### config.mk
export PLATFORM = sky130hd
export DESIGN_NAME = regfile_wr_ctrl_flat
export DESIGN_NICKNAME = d
export VERILOG_FILES = /design/src/rtl/regfile_pkg.sv /design/src/rtl/regfile_wr_ctrl_if.sv /design/src/rtl/rr_arb2.sv /design/src/rtl/regfile_wr_ctrl.sv /design/src/flat_wrapper.sv
export SDC_FILE = /design/constraint.sdc
export NUM_CORES = 1
export LEC_CHECK = 0
export CAP_MARGIN = 10
export CORE_UTILIZATION = 41
export DETAILED_ROUTE_END_ITERATION = 6
export GPL_ROUTABILITY_DRIVEN = 1
export GPL_TIMING_DRIVEN = 0
export PLACE_DENSITY = 0.81
export SLEW_MARGIN = 20
export SYNTH_ARGS = -nofsm -noshare
export SYNTH_HDL_FRONTEND = slang
export SYNTH_SLANG_ARGS = --single-unit
### constraint.sdc
create_clock -name clk -period 3.2 [get_ports clk]
set_input_delay 0.32 -clock clk [delete_from_list [all_inputs] [get_ports clk]]
set_output_delay 0.32 -clock clk [all_outputs]
set_load 0.05 [all_outputs]
### src/rtl/regfile_pkg.sv
// regfile_pkg
//  Shared sizes, clear value and enums for the register-file write-port
//  controller (regfile_wr_ctrl), its interface and its round-robin arbiter.
//  Optional feature macro used elsewhere in this slice: REGFILE_BYPASS_EN.
package regfile_pkg;

  localparam int          DW        = 8;        // data width, one regfile word
  localparam int          AW        = 3;        // register address width
  localparam int          NREG      = 1 << AW;  // number of registers (8)
  localparam logic [DW-1:0] CLEAR_VAL = 8'h00;  // value written to every register after reset

  // Controller phase: clearing the register file, or serving writebacks.
  typedef enum logic {
    CLEAR = 1'b0,
    RUN   = 1'b1
  } state_e;

  // Requester that won the most recent write-port handshake.
  typedef enum logic {
    GNT_ALU = 1'b0,
    GNT_LD  = 1'b1
  } grant_e;

endpackage

### src/rtl/regfile_wr_ctrl_if.sv
// regfile_wr_ctrl_if
//  Bundles the two writeback requesters (ALU, load unit), the register-file
//  write pins and, with REGFILE_BYPASS_EN defined, the read-bypass signals.
//  Modports:
//    master : the execute/memory side plus the regfile model (drives requests,
//             raw read data and read addresses; observes readies and rf_* pins)
//    slave  : regfile_wr_ctrl
//  Signals:
//    alu_valid/alu_ready/alu_addr/alu_data : ALU writeback handshake
//    ld_valid/ld_ready/ld_addr/ld_data     : load-unit writeback handshake
//    rf_we/rf_wa/rf_wd                     : registered regfile write port
//    init_done                             : clear sequence has completed
//    ra/rb, rf_rd_a/rf_rd_b, rd_a/rd_b     : bypass read path (REGFILE_BYPASS_EN)
interface regfile_wr_ctrl_if;
  import regfile_pkg::*;

  logic          alu_valid;
  logic          alu_ready;
  logic [AW-1:0] alu_addr;
  logic [DW-1:0] alu_data;

  logic          ld_valid;
  logic          ld_ready;
  logic [AW-1:0] ld_addr;
  logic [DW-1:0] ld_data;

  logic          rf_we;
  logic [AW-1:0] rf_wa;
  logic [DW-1:0] rf_wd;
  logic          init_done;

`ifdef REGFILE_BYPASS_EN
  logic [AW-1:0] ra;
  logic [AW-1:0] rb;
  logic [DW-1:0] rf_rd_a;
  logic [DW-1:0] rf_rd_b;
  logic [DW-1:0] rd_a;
  logic [DW-1:0] rd_b;
`endif

  modport slave (
    input  alu_valid, alu_addr, alu_data,
    input  ld_valid, ld_addr, ld_data,
`ifdef REGFILE_BYPASS_EN
    input  ra, rb, rf_rd_a, rf_rd_b,
    output rd_a, rd_b,
`endif
    output alu_ready, ld_ready,
    output rf_we, rf_wa, rf_wd, init_done
  );

  modport master (
    output alu_valid, alu_addr, alu_data,
    output ld_valid, ld_addr, ld_data,
`ifdef REGFILE_BYPASS_EN
    output ra, rb, rf_rd_a, rf_rd_b,
    input  rd_a, rd_b,
`endif
    input  alu_ready, ld_ready,
    input  rf_we, rf_wa, rf_wd, init_done
  );

endinterface

### src/rtl/rr_arb2.sv
// rr_arb2
//  Two-input round-robin arbiter, purely combinational.
//  Ports:
//    req[1:0]   in   request vector, bit 0 = ALU, bit 1 = load unit
//    last_grant in   requester that won the previous handshake
//    advance    in   arbitration enabled this cycle (controller in RUN, not in reset)
//    gnt[1:0]   out  one-hot grant, never set without the matching req bit
module rr_arb2
  import regfile_pkg::*;
(
  input  logic [1:0] req,
  input  grant_e     last_grant,
  input  logic       advance,
  output logic [1:0] gnt
);

  always_comb begin
    gnt = 2'b00;
    if (advance) begin
      if (req == 2'b11) begin
        // Contention: the requester that did not win last time goes first.
        gnt = (last_grant == GNT_LD) ? 2'b01 : 2'b10;
      end else begin
        gnt = req;
      end
    end
  end

endmodule

### src/rtl/regfile_wr_ctrl.sv
// regfile_wr_ctrl
//  Write-port controller for the 8x8 register file. After reset it writes
//  CLEAR_VAL to every register (one per cycle), then shares the single write
//  port between the ALU and the load unit with round-robin arbitration.
//  The regfile pins rf_we/rf_wa/rf_wd are registered: a handshake at edge N
//  presents the write, and the regfile commits it at edge N+1.
//  Ports:
//    clk   in   rising-edge clock
//    rst   in   synchronous active-high reset; restarts the clear sequence
//    port  slave modport of regfile_wr_ctrl_if (requests, regfile pins,
//          init_done, and the bypass read path)
//  Optional feature: REGFILE_BYPASS_EN adds a combinational forward of the
//  pending write onto the two read ports (rd_a/rd_b).
module regfile_wr_ctrl
  import regfile_pkg::*;
(
  input logic             clk,
  input logic             rst,
  regfile_wr_ctrl_if.slave port
);

  state_e        state_reg, state_next;
  logic [AW-1:0] clr_cnt_reg, clr_cnt_next;
  grant_e        last_grant_reg, last_grant_next;
  logic          rf_we_reg, rf_we_next;
  logic [AW-1:0] rf_wa_reg, rf_wa_next;
  logic [DW-1:0] rf_wd_reg, rf_wd_next;
  logic          init_done_reg, init_done_next;

  logic [1:0]    gnt;
  logic          advance;

  // Readies are held low during reset so no handshake can complete while rst=1.
  assign advance = (state_reg == RUN) && !rst;

  rr_arb2 u_arb (
    .req        ({port.ld_valid, port.alu_valid}),
    .last_grant (last_grant_reg),
    .advance    (advance),
    .gnt        (gnt)
  );

  assign port.alu_ready = gnt[0];
  assign port.ld_ready  = gnt[1];

  always_ff @(posedge clk) begin
    if (rst) begin
      state_reg      <= CLEAR;
      clr_cnt_reg    <= '0;
      last_grant_reg <= GNT_LD;   // ALU wins the first tie after reset
      rf_we_reg      <= 1'b0;
      rf_wa_reg      <= '0;
      rf_wd_reg      <= '0;
      init_done_reg  <= 1'b0;
    end else begin
      state_reg      <= state_next;
      clr_cnt_reg    <= clr_cnt_next;
      last_grant_reg <= last_grant_next;
      rf_we_reg      <= rf_we_next;
      rf_wa_reg      <= rf_wa_next;
      rf_wd_reg      <= rf_wd_next;
      init_done_reg  <= init_done_next;
    end
  end

  always_comb begin
    state_next      = state_reg;
    clr_cnt_next    = clr_cnt_reg;
    last_grant_next = last_grant_reg;
    rf_we_next      = 1'b0;
    rf_wa_next      = rf_wa_reg;
    rf_wd_next      = rf_wd_reg;
    init_done_next  = init_done_reg;

    case (state_reg)
      CLEAR: begin
        rf_we_next   = 1'b1;
        rf_wa_next   = clr_cnt_reg;
        rf_wd_next   = CLEAR_VAL;
        clr_cnt_next = clr_cnt_reg + AW'(1);
        if (clr_cnt_reg == AW'(NREG - 1)) begin
          state_next     = RUN;
          init_done_next = 1'b1;
        end
      end
      RUN: begin
        if (gnt[0]) begin
          rf_we_next      = 1'b1;
          rf_wa_next      = port.alu_addr;
          rf_wd_next      = port.alu_data;
          last_grant_next = GNT_ALU;
        end else if (gnt[1]) begin
          rf_we_next      = 1'b1;
          rf_wa_next      = port.ld_addr;
          rf_wd_next      = port.ld_data;
          last_grant_next = GNT_LD;
        end
      end
      default: begin
        state_next = CLEAR;
      end
    endcase
  end

  assign port.rf_we     = rf_we_reg;
  assign port.rf_wa     = rf_wa_reg;
  assign port.rf_wd     = rf_wd_reg;
  assign port.init_done = init_done_reg;

`ifdef REGFILE_BYPASS_EN
  // Forward the write being committed this cycle so a same-cycle read sees
  // the new value (CLEAR_VAL while clearing).
  logic [AW-1:0] rd_addr [2];
  logic [DW-1:0] rd_raw  [2];
  logic [DW-1:0] rd_fwd  [2];

  assign rd_addr[0] = port.ra;
  assign rd_addr[1] = port.rb;
  assign rd_raw[0]  = port.rf_rd_a;
  assign rd_raw[1]  = port.rf_rd_b;

  generate
    for (genvar gi = 0; gi < 2; gi++) begin : g_bypass
      assign rd_fwd[gi] = (rf_we_reg && (rf_wa_reg == rd_addr[gi])) ? rf_wd_reg : rd_raw[gi];
    end
  endgenerate

  assign port.rd_a = rd_fwd[0];
  assign port.rd_b = rd_fwd[1];
`endif

endmodule

### src/flat_wrapper.sv
// flat-port wrapper written by rule: the top's interface ports become plain ports
module regfile_wr_ctrl_flat import regfile_pkg::*;
  (clk, rst, port_alu_valid, port_alu_addr, port_alu_data, port_ld_valid, port_ld_addr, port_ld_data, port_alu_ready, port_ld_ready, port_rf_we, port_rf_wa, port_rf_wd, port_init_done);
  regfile_wr_ctrl_if port_i ();
  input logic clk;
  input logic rst;
  input wire logic [$bits(port_i.alu_valid)-1:0] port_alu_valid;
  input wire logic [$bits(port_i.alu_addr)-1:0] port_alu_addr;
  input wire logic [$bits(port_i.alu_data)-1:0] port_alu_data;
  input wire logic [$bits(port_i.ld_valid)-1:0] port_ld_valid;
  input wire logic [$bits(port_i.ld_addr)-1:0] port_ld_addr;
  input wire logic [$bits(port_i.ld_data)-1:0] port_ld_data;
  output wire logic [$bits(port_i.alu_ready)-1:0] port_alu_ready;
  output wire logic [$bits(port_i.ld_ready)-1:0] port_ld_ready;
  output wire logic [$bits(port_i.rf_we)-1:0] port_rf_we;
  output wire logic [$bits(port_i.rf_wa)-1:0] port_rf_wa;
  output wire logic [$bits(port_i.rf_wd)-1:0] port_rf_wd;
  output wire logic [$bits(port_i.init_done)-1:0] port_init_done;
  assign port_i.alu_valid = port_alu_valid;
  assign port_i.alu_addr = port_alu_addr;
  assign port_i.alu_data = port_alu_data;
  assign port_i.ld_valid = port_ld_valid;
  assign port_i.ld_addr = port_ld_addr;
  assign port_i.ld_data = port_ld_data;
  assign port_alu_ready = port_i.alu_ready;
  assign port_ld_ready = port_i.ld_ready;
  assign port_rf_we = port_i.rf_we;
  assign port_rf_wa = port_i.rf_wa;
  assign port_rf_wd = port_i.rf_wd;
  assign port_init_done = port_i.init_done;
  regfile_wr_ctrl u_core (.clk(clk), .rst(rst), .port(port_i));
endmodule
# After elaboration in Yosys (flattened, before gate mapping)
# Index checks and enable logic that the tools add are counted.
dict set report classes {
  addsub 1
  eq_ne 3
  mux 16
  bitwise_logic 1
  reduce_logical 5
}
# cell count
set op_table {}
lappend op_table {{2-to-1 mux 8 bit} 2}
lappend op_table {{one-hot mux 8 bit (2 select lines)} 1}
lappend op_table {{2-to-1 mux 1 bit} 6}
lappend op_table {{2-to-1 mux 2 bit} 3}
lappend op_table {{2-to-1 mux 3 bit} 2}
lappend op_table {{one-hot mux 3 bit (2 select lines)} 1}
lappend op_table {{AND reduction 2 bit} 2}
lappend op_table {{adder 3 x 1 -> 3 bit, second input constant} 1}
lappend op_table {{== test 3 bit, second input constant} 1}
lappend op_table {{!= test 3 bit, second input constant} 1}
lappend op_table {{== test 2 bit, second input constant} 1}
lappend op_table {{one-hot mux 1 bit (2 select lines)} 1}
lappend op_table {{nonzero test 2 bit} 1}
lappend op_table {{logical AND 1 bit} 1}
lappend op_table {{zero test 1 bit} 1}
lappend op_table {{inverter 1 bit} 1}
dict set report totals {
  register_bits 18
  input_bits 26
  word_cells 33
}

# Longest topological paths before layout
# Gate-level depths: netlist of the first run.
dict set report logic_depth {
  ltp_word 6
  ltp_mapped 5
  mapped_depth_nobuf 4
}

# Modules after synthesis
# Synthesis of the first run repeated with hierarchy kept, for this count alone.
dict set report hier_totals {
  hier_cells 90
  area_unflattened_um2 843.3
}
# mod instances cells_per_inst area_each_um2 seq_area_each_um2
set by_module_without_submodules {}
lappend by_module_without_submodules {regfile_wr_ctrl 1 85 822.0 360.3}
lappend by_module_without_submodules {rr_arb2 1 5 21.3 0.0}

# Worst setup path after synthesis of the first run
# Ideal clock, no wire load.
dict set report synth_timing {
  kind {input to output}
  startpoint {in port_alu_valid}
  endpoint {out port_ld_ready}
  arrival_time_ps 1186
  required_ps 2880
  slack_ps 1694
  cell_stages 3
  path_cell_list {buf_2 -> a21boi_2 -> and2_1}
}
dict set report synth_via {
  elab_chain_cells 3
}
# item line_no
set synth_rtl {}
lappend synth_rtl {{from (decl)} flat_wrapper.sv:7} ;# input wire logic [$bits(port_i.alu_valid)-1:0] port_alu_valid;
lappend synth_rtl {{== test 2 bit} rr_arb2.sv:20} ;# if (req == 2'b11) begin
lappend synth_rtl {{2-to-1 mux 2 bit} rr_arb2.sv:20}
lappend synth_rtl {{2-to-1 mux 2 bit} rr_arb2.sv:19} ;# if (advance) begin
lappend synth_rtl {{to (decl)} flat_wrapper.sv:14} ;# output wire logic [$bits(port_i.ld_ready)-1:0] port_ld_ready;
# No other way between the ends.

# Final worst setup path of the first run
dict set report layout_timing {
  startpoint {in port_ld_valid}
  endpoint {out port_ld_ready}
}
dict set report layout_via {
  elab_chain_cells 3
}
# item line_no
set layout_rtl {}
lappend layout_rtl {{from (decl)} flat_wrapper.sv:10} ;# input wire logic [$bits(port_i.ld_valid)-1:0] port_ld_valid;
lappend layout_rtl {{== test 2 bit} rr_arb2.sv:20}
lappend layout_rtl {{2-to-1 mux 2 bit *} rr_arb2.sv:20}
lappend layout_rtl {{2-to-1 mux 2 bit *} rr_arb2.sv:19}
# Mark *: on every way between the ends. The rest lies on a longest branch, timed or not.

==> results of run 1 <==
[cells by family after synthesis]
kind of cell    count (synthesis)
fa+ha+maj                       2
xor+xnor                        1
simple gates                   29
mux                             2
flops                          18
buf+inv                         8
compound gates                 21
[final timing paths]
kind	from	endpoint	slack, ns
max	port_ld_valid	port_ld_ready	0.49
min	port_alu_valid	u_core.port.rf_we$_SDFF_PP0_	0.42
max reg2reg	u_core.last_grant_reg$_SDFFE_PP1P_	u_core.port.rf_wd[4]$_SDFFE_PP0P_	1.84
min reg2reg	u_core.port.rf_wa[0]$_SDFFE_PP0P_	u_core.port.rf_wa[0]$_SDFFE_PP0P_	0.48
[stage by stage]
step           setup WS [ns]  hold slack, ns  cells  cell area, µm²  total power (µW)
3_5_place_dp          0.5058          0.4595    145            1221             315.3
5_1_grt               0.4078          0.4254    148            1244             439.2
6_report              0.4887          0.4241    148            1244             422.2
2_1_floorplan          1.694          0.4580     81           799.5             272.6
4_1_cts               0.5058          0.4215    148            1244             425.6
3_3_place_gp          0.5042          0.4540    145            1221             313.1
[area by class of cell]
type	count	area [µm²]
Fill cell	143	539.3
Multi-Input combinational cell	55	396.6
Timing Repair Buffer	39	390.4
Sequential cell	18	360.3
Buffer	6	35.03
Tap cell	25	31.28
Clock buffer	3	22.52
Inverter	2	7.507
[layer usage]
metal,up-vias,wire length (µm),part of all wire [%]
li1,392,-,-
met1,352,888,47
met2,31,779,42
met3,4,180,9.6
met4,0,24,1.3
met5,-,0,0
[power groups by stage]
stage	Combinational [µW]	Sequential [µW]	Clock (µW)
floorplan	20.6	252	0
global placement	72.3	241	0
detailed placement	74.1	241	0
CTS	74.4	236	115
global route	80.2	237	122
finish	73.9	236	112
[cells in the mapped netlist, drive strengths merged (2+ instances only)]
library cell / n
dfxtp: 18
nor2: 9
mux2i: 2
a21oi: 7
inv: 2
buf: 5
nand2b: 2
a221o: 9
ha: 2
and3: 9
and2: 2
a31oi: 2
[worst min-delay path: stages]
cell     delay, ns
buf_2         0.16
nor2_1        0.12
a21oi_1       0.07
==> out/results.ini, run 1 <==
[clock_tree]
cts_buffers = 3
cts_tree = built
cts_hold_buf = 0
cts-resized-gates = 0
clk_latency_ns = 0.29
clockBufferDepth = 2
post_cts_buffers = 0
path_clk_slew_ns = 0.10
cts_sinks = 18
cts-root-buf = clkbuf_4
htreeDepth = 1

[floorplan]
die-area_um2 = 2131
ios = 41
num_rows = 15
die_y_um = 46.16
fp.dieW_um = 46.16
start_util_pct = 44.84
core-area_um2 = 1783

[global_routing]
met3_usage_pct = 5.882
gr-usage-met1_pct = 22.14
grt_max_degree = 11
grt_pass1_wl_mm = 2.829
antenna_found_initial = 0
met2_usage_pct = 30.99
top_usage_layer = met2
grt-ovfl-total = 0
grt.total_usage_pct = 18.87
grt_pass1_vias = 682

[synth]
synth_xor_area_share_pct = 1.095
synthTopCellsByArea = dfxtp_1 (45%), a221o_1 (11%), and3_1 (6.3%)
synth_adder_area_share_pct = 3.130
syn_avg_cell_area_um2 = 9.871
synthMuxAreaShare_pct = 2.504
synthArstFlopShare_pct = 0
ys_ff_latch = 18
synthDominantCellAreaShare_pct = 45.07
syn_inst = 81
ys_types = 27
synth_top_family_by_area = simple AND/OR/NAND/NOR gates
synth_area_leader_cell = dfxtp_1
seq_area_frac_synth_pct = 45.07
ys.flop_type = dfxtp_1
synth_warnings = 0
synth_compound_area_share_pct = 20.97
syn_area_um2 = 799.5
synth_edf_count = 0
synthSimpleGateAreaFrac_pct = 21.91
synth_nets = 109

[routing]
via_per_inst = 5.264
drc = 0
wl_per_cell_um = 12.65
wl_mm = 1.872
first_pass_iters = 2
drt_iter0_markers = 2
antenna_left = 0
vias = 779

[timing]
fin_crit_sh_pct = 84.73
fin_tns_setup_ns = 0
clock_skew_ns = 0.007419
slew_headroom_pct = 66.21
report.final.slew_viol_count = 0
tightest_slew_ns = 0.5052
setup_violations = 0
fmax_ghz = 0.3688
hold_viol = 0
rsz0062_at_grt = no
min_period_ns = 2.711

[setup_path]
critPathTopFamily = buffers and inverters
cp.depth = 4
cp.arrival_ns = 2.39
max_stage_delay_ns = 0.81
critPathRequiredTime_ns = 2.88
critPathMostFrequentCell = clkdlybuf4s50_1
cp-end-kind = output port
critPathKind = input pin to output port
cpMaxStageDelayCell = clkdlybuf4s50_1
path_cells = clkdlybuf4s50_1, a21boi_2, and2_1, clkdlybuf4s50_1
start_kind = input pin
critPathMaxFanout = 10
r2r_cells = 4
cp_num_buf_inv = 2

[status]
status = finished clean

[power]
leakagePower_uw = 0.0005088
seqPwrFrac_pct = 55.9
vdd_ir_drop_max_mv = 0.2490
pwr-share-comb_pct = 17.5
netSwitchingFraction_pct = 24.87
pwr-share-clk_pct = 26.6
power.switching_uw = 105.0
power.internal_uw = 317.3
p_per_area_nw_per_um2 = 339.5

[place]
numPortBuffers = 39
dp_hpwl_mm = 1.395
gp_congestion = 0.7531

[finish]
finalNetCount = 153
syn2layout_area_growth_pct = 55.56
final_util_pct = 69.75
antenna_cells = 0
layout_common_cells = clkdlybuf4s50_1 (39), dfxtp_1 (18), nor2_1 (9), a221o_1 (9), and3_1 (8)
drive_gt1_share_pct = 8.943
layout_commonest_cell = clkdlybuf4s50_1
largest_reg_flops = 8

[flow_run]
drv_cap = 0

[worst_hold_path]
hp-class = input pin to flip-flop
hold_depth = 3

Note: power is estimated with default switching activity, not from simulation.
==> inputs of run 2 (changes only) <==
CORE_UTILIZATION = 34   (was 41)
PLACE_DENSITY = 0.72   (was 0.81)
clock period = 2.4 ns   (was 3.2 ns; I/O delays follow)
==> run 2 against run 1 <==
Net effect:
- die area increased by 20%
- worst setup slack got worse by 0.37 ns
- final cell count is 2.7% higher
- first-iteration DRC count increased to 6.5 times the previous value
- design area rose by 1.5%
- global-route usage shrank 2.3 points
- critical path depth stayed put
- sequential share of layout area shrank 0.43 points
- worst hold slack got worse by 0.064 ns
- non-clock buffer count unchanged
- via count increased by 0.64%
==> out/results.ini, run 2 (synthesis results as in run 1) <==
[floorplan]
num_rows = 17  ; +2
die_y_um = 50.49  ; +9.4%
ios = 41  ; unchanged
fp.dieW_um = 50.49  ; +9.4%
core-area_um2 = 2212  ; +24%
die-area_um2 = 2549  ; +20%
start_util_pct = 36.14  ; -8.7 points

[setup_path]
cpMaxStageDelayCell = clkdlybuf4s50_1
start_kind = input pin
cp.arrival_ns = 2.04  ; -0.35 ns
cp_num_buf_inv = 2  ; unchanged
critPathRequiredTime_ns = 2.16  ; -0.72 ns
cp-end-kind = output port
critPathTopFamily = buffers and inverters
max_stage_delay_ns = 0.62  ; -0.19 ns
critPathMaxFanout = 10  ; unchanged
critPathKind = input pin to output port
path_cells = clkdlybuf4s50_1, a21boi_2, and2_1, dlygate4sd2_1

[power]
power.internal_uw = 457.2  ; +44%
netSwitchingFraction_pct = 23.14  ; -1.7 points
p_per_area_nw_per_um2 = 471.1  ; +39%
power.switching_uw = 137.6  ; +31%
seqPwrFrac_pct = 52.9  ; -3.0 points
leakagePower_uw = 0.0005396  ; +6.1%
pwr-share-comb_pct = 16.6  ; -0.9 points
vdd_ir_drop_max_mv = 0.3853  ; +55%
pwr-share-clk_pct = 30.5  ; +3.9 points

[place]
gp_congestion = 0.7515  ; -0.21%
pre_cts_slack_ns = -0.1489  ; -0.6547 ns
dpl_cell_area_um2 = 1225  ; +0.31%
numPortBuffers = 39  ; unchanged
dp_hpwl_mm = 1.451  ; +4.0%

[finish]
finalNetCount = 153  ; unchanged
seq_area_um2 = 360.3  ; unchanged
largest_reg_flops = 8  ; unchanged
final_util_pct = 57.07  ; -13 points
antenna_cells = 0  ; unchanged
postLayoutCellArea_um2 = 1262  ; +1.5%
syn2layout_area_growth_pct = 57.90
drive_gt1_share_pct = 9.677  ; +0.73 points
layout_common_cells = clkdlybuf4s50_1 (37), dfxtp_1 (18), nor2_1 (9), a221o_1 (9), and3_1 (8)
n_fill_cell = 210  ; +47%
multi_input_area_um2 = 396.6  ; unchanged
layout_commonest_cell = clkdlybuf4s50_1

[clock_tree]
clk_latency_ns = 0.29  ; about the same
clockBufferDepth = 2  ; unchanged
cts_buffers = 3  ; unchanged
htreeDepth = 1  ; unchanged
path_clk_slew_ns = 0.09  ; about the same
cts_sinks = 18  ; unchanged
post_cts_buffers = 0  ; unchanged
cts_hold_buf = 0  ; unchanged
cts-root-buf = clkbuf_4
cts_tree = built

[timing]
tightest_slew_ns = 0.5107  ; +0.005459 ns
rsz0062_at_grt = no
report.final.slew_viol_count = 0  ; unchanged
setup_violations = 0  ; unchanged
min_period_ns = 2.277
hold_viol = 0  ; unchanged
fin_crit_sh_pct = 94.87
clock_skew_ns = 0.003547  ; -0.003872 ns
worst_slack_ns = 0.1231  ; -0.3656 ns
fin_tns_setup_ns = 0  ; unchanged
hold_ws_ns = 0.3604  ; -0.06371 ns
fmax_ghz = 0.4392
slew_headroom_pct = 65.85  ; -0.37 points

[routing]
wl_met2_um = 889  ; +14%
wl_per_cell_um = 12.95  ; +2.4%
drc = 0  ; unchanged
wl_mm = 1.968  ; +5.1%
antenna_left = 0  ; unchanged
drt-met1-wl_um = 908  ; +2.3%
top_layer_used = met4
drt_iter0_markers = 13  ; +11
first_pass_iters = 4  ; +2
via_per_inst = 5.158  ; -2.0%
vias = 784  ; +0.64%
dr_wl_met3_um = 159  ; -12%

[global_routing]
grt_pass1_vias = 758  ; +11%
grt_pass1_wl_mm = 3.194  ; +13%
antenna_found_initial = 0  ; unchanged
grt-ovfl-total = 0  ; unchanged
grt.total_usage_pct = 16.53  ; -2.3 points
grt_max_degree = 11  ; unchanged

[flow_run]
drv_cap = 0  ; unchanged

[status]
status = finished clean

[worst_hold_path]
hp-class = input pin to flip-flop

[run 2: cell count changes in the layout (fill, tap and decap cells not counted), sizes merged]
cell	change
dlygate4sd2	+1
clkdlybuf4s50	-2
dlymetal6s2s	+1
clkbuf	+1
[run 2: per-layer routing]
layer,track usage (%),vias up
met5,0,-
met4,4.167,0
met3,5.455,2
met2,28.67,37
met1,19.41,359
li1,-,386
[run 2: final timing paths]
kind,startpoint,end,slack [ns],cells after the start
worst min register to register,u_core.port.init_done$_SDFFE_PP0P_,u_core.port.init_done$_SDFFE_PP0P_,0.48,2
worst max register to register,u_core.last_grant_reg$_SDFFE_PP1P_,u_core.port.rf_wd[3]$_SDFFE_PP0P_,1.03,4
worst min-delay path,port_alu_valid,u_core.port.rf_wa[2]$_SDFFE_PP0P_,0.36,3
worst max-delay path,port_ld_valid,port_ld_ready,0.12,4
[run 2: cell type report]
| cell class | count | area share (%) |
|---|---|---|
| Timing Repair Buffer | 39 | 31.02 |
| Inverter | 2 | 0.5946 |
| Buffer | 6 | 2.775 |
| Tap cell | 28 | 2.775 |
| Sequential cell | 18 | 28.54 |
| Multi-Input combinational cell | 55 | 31.42 |
| Clock buffer | 4 | 2.874 |
[run 2: tightest hold or removal path: cells and delay by family]
family	cells	cell delay [ns]
AOI/OAI and AO/OA	1	0.13
buffers and inverters	1	0.15
and+or+nand+nor	1	0.09
[run 2: per-stage QoR]
stage	power, µW	cells
after floorplan	363.5	81
after global placement	417.8	148
after detailed placement	420.3	148
after CTS	605.3	152
after global routing	629.9	152
final	594.8	152
[run 2: timing repair]
| action | in CTS | in global routing |
|---|---|---|
| cloned | 0 | 0 |
| endpoints found under the setup margin | 1 | 1 |
| resized for setup | 1 | 1 |
[run 2: power by group through the flow]
stage / clock network [µW] / registers (µW) / logic [µW]
after floorplan: 0 / 336 / 27.5
after global placement: 0 / 321 / 96.6
after detailed placement: 0 / 321 / 98.9
after CTS: 191 / 315 / 99.4
after global routing: 208 / 316 / 107
final: 182 / 314 / 98.7
==> inputs of run 3 (changes only) <==
CAP_MARGIN = default   (was 10)
==> results of run 3 <==
Same layout as run 2: the final DEF is identical, and so are final timing and power.
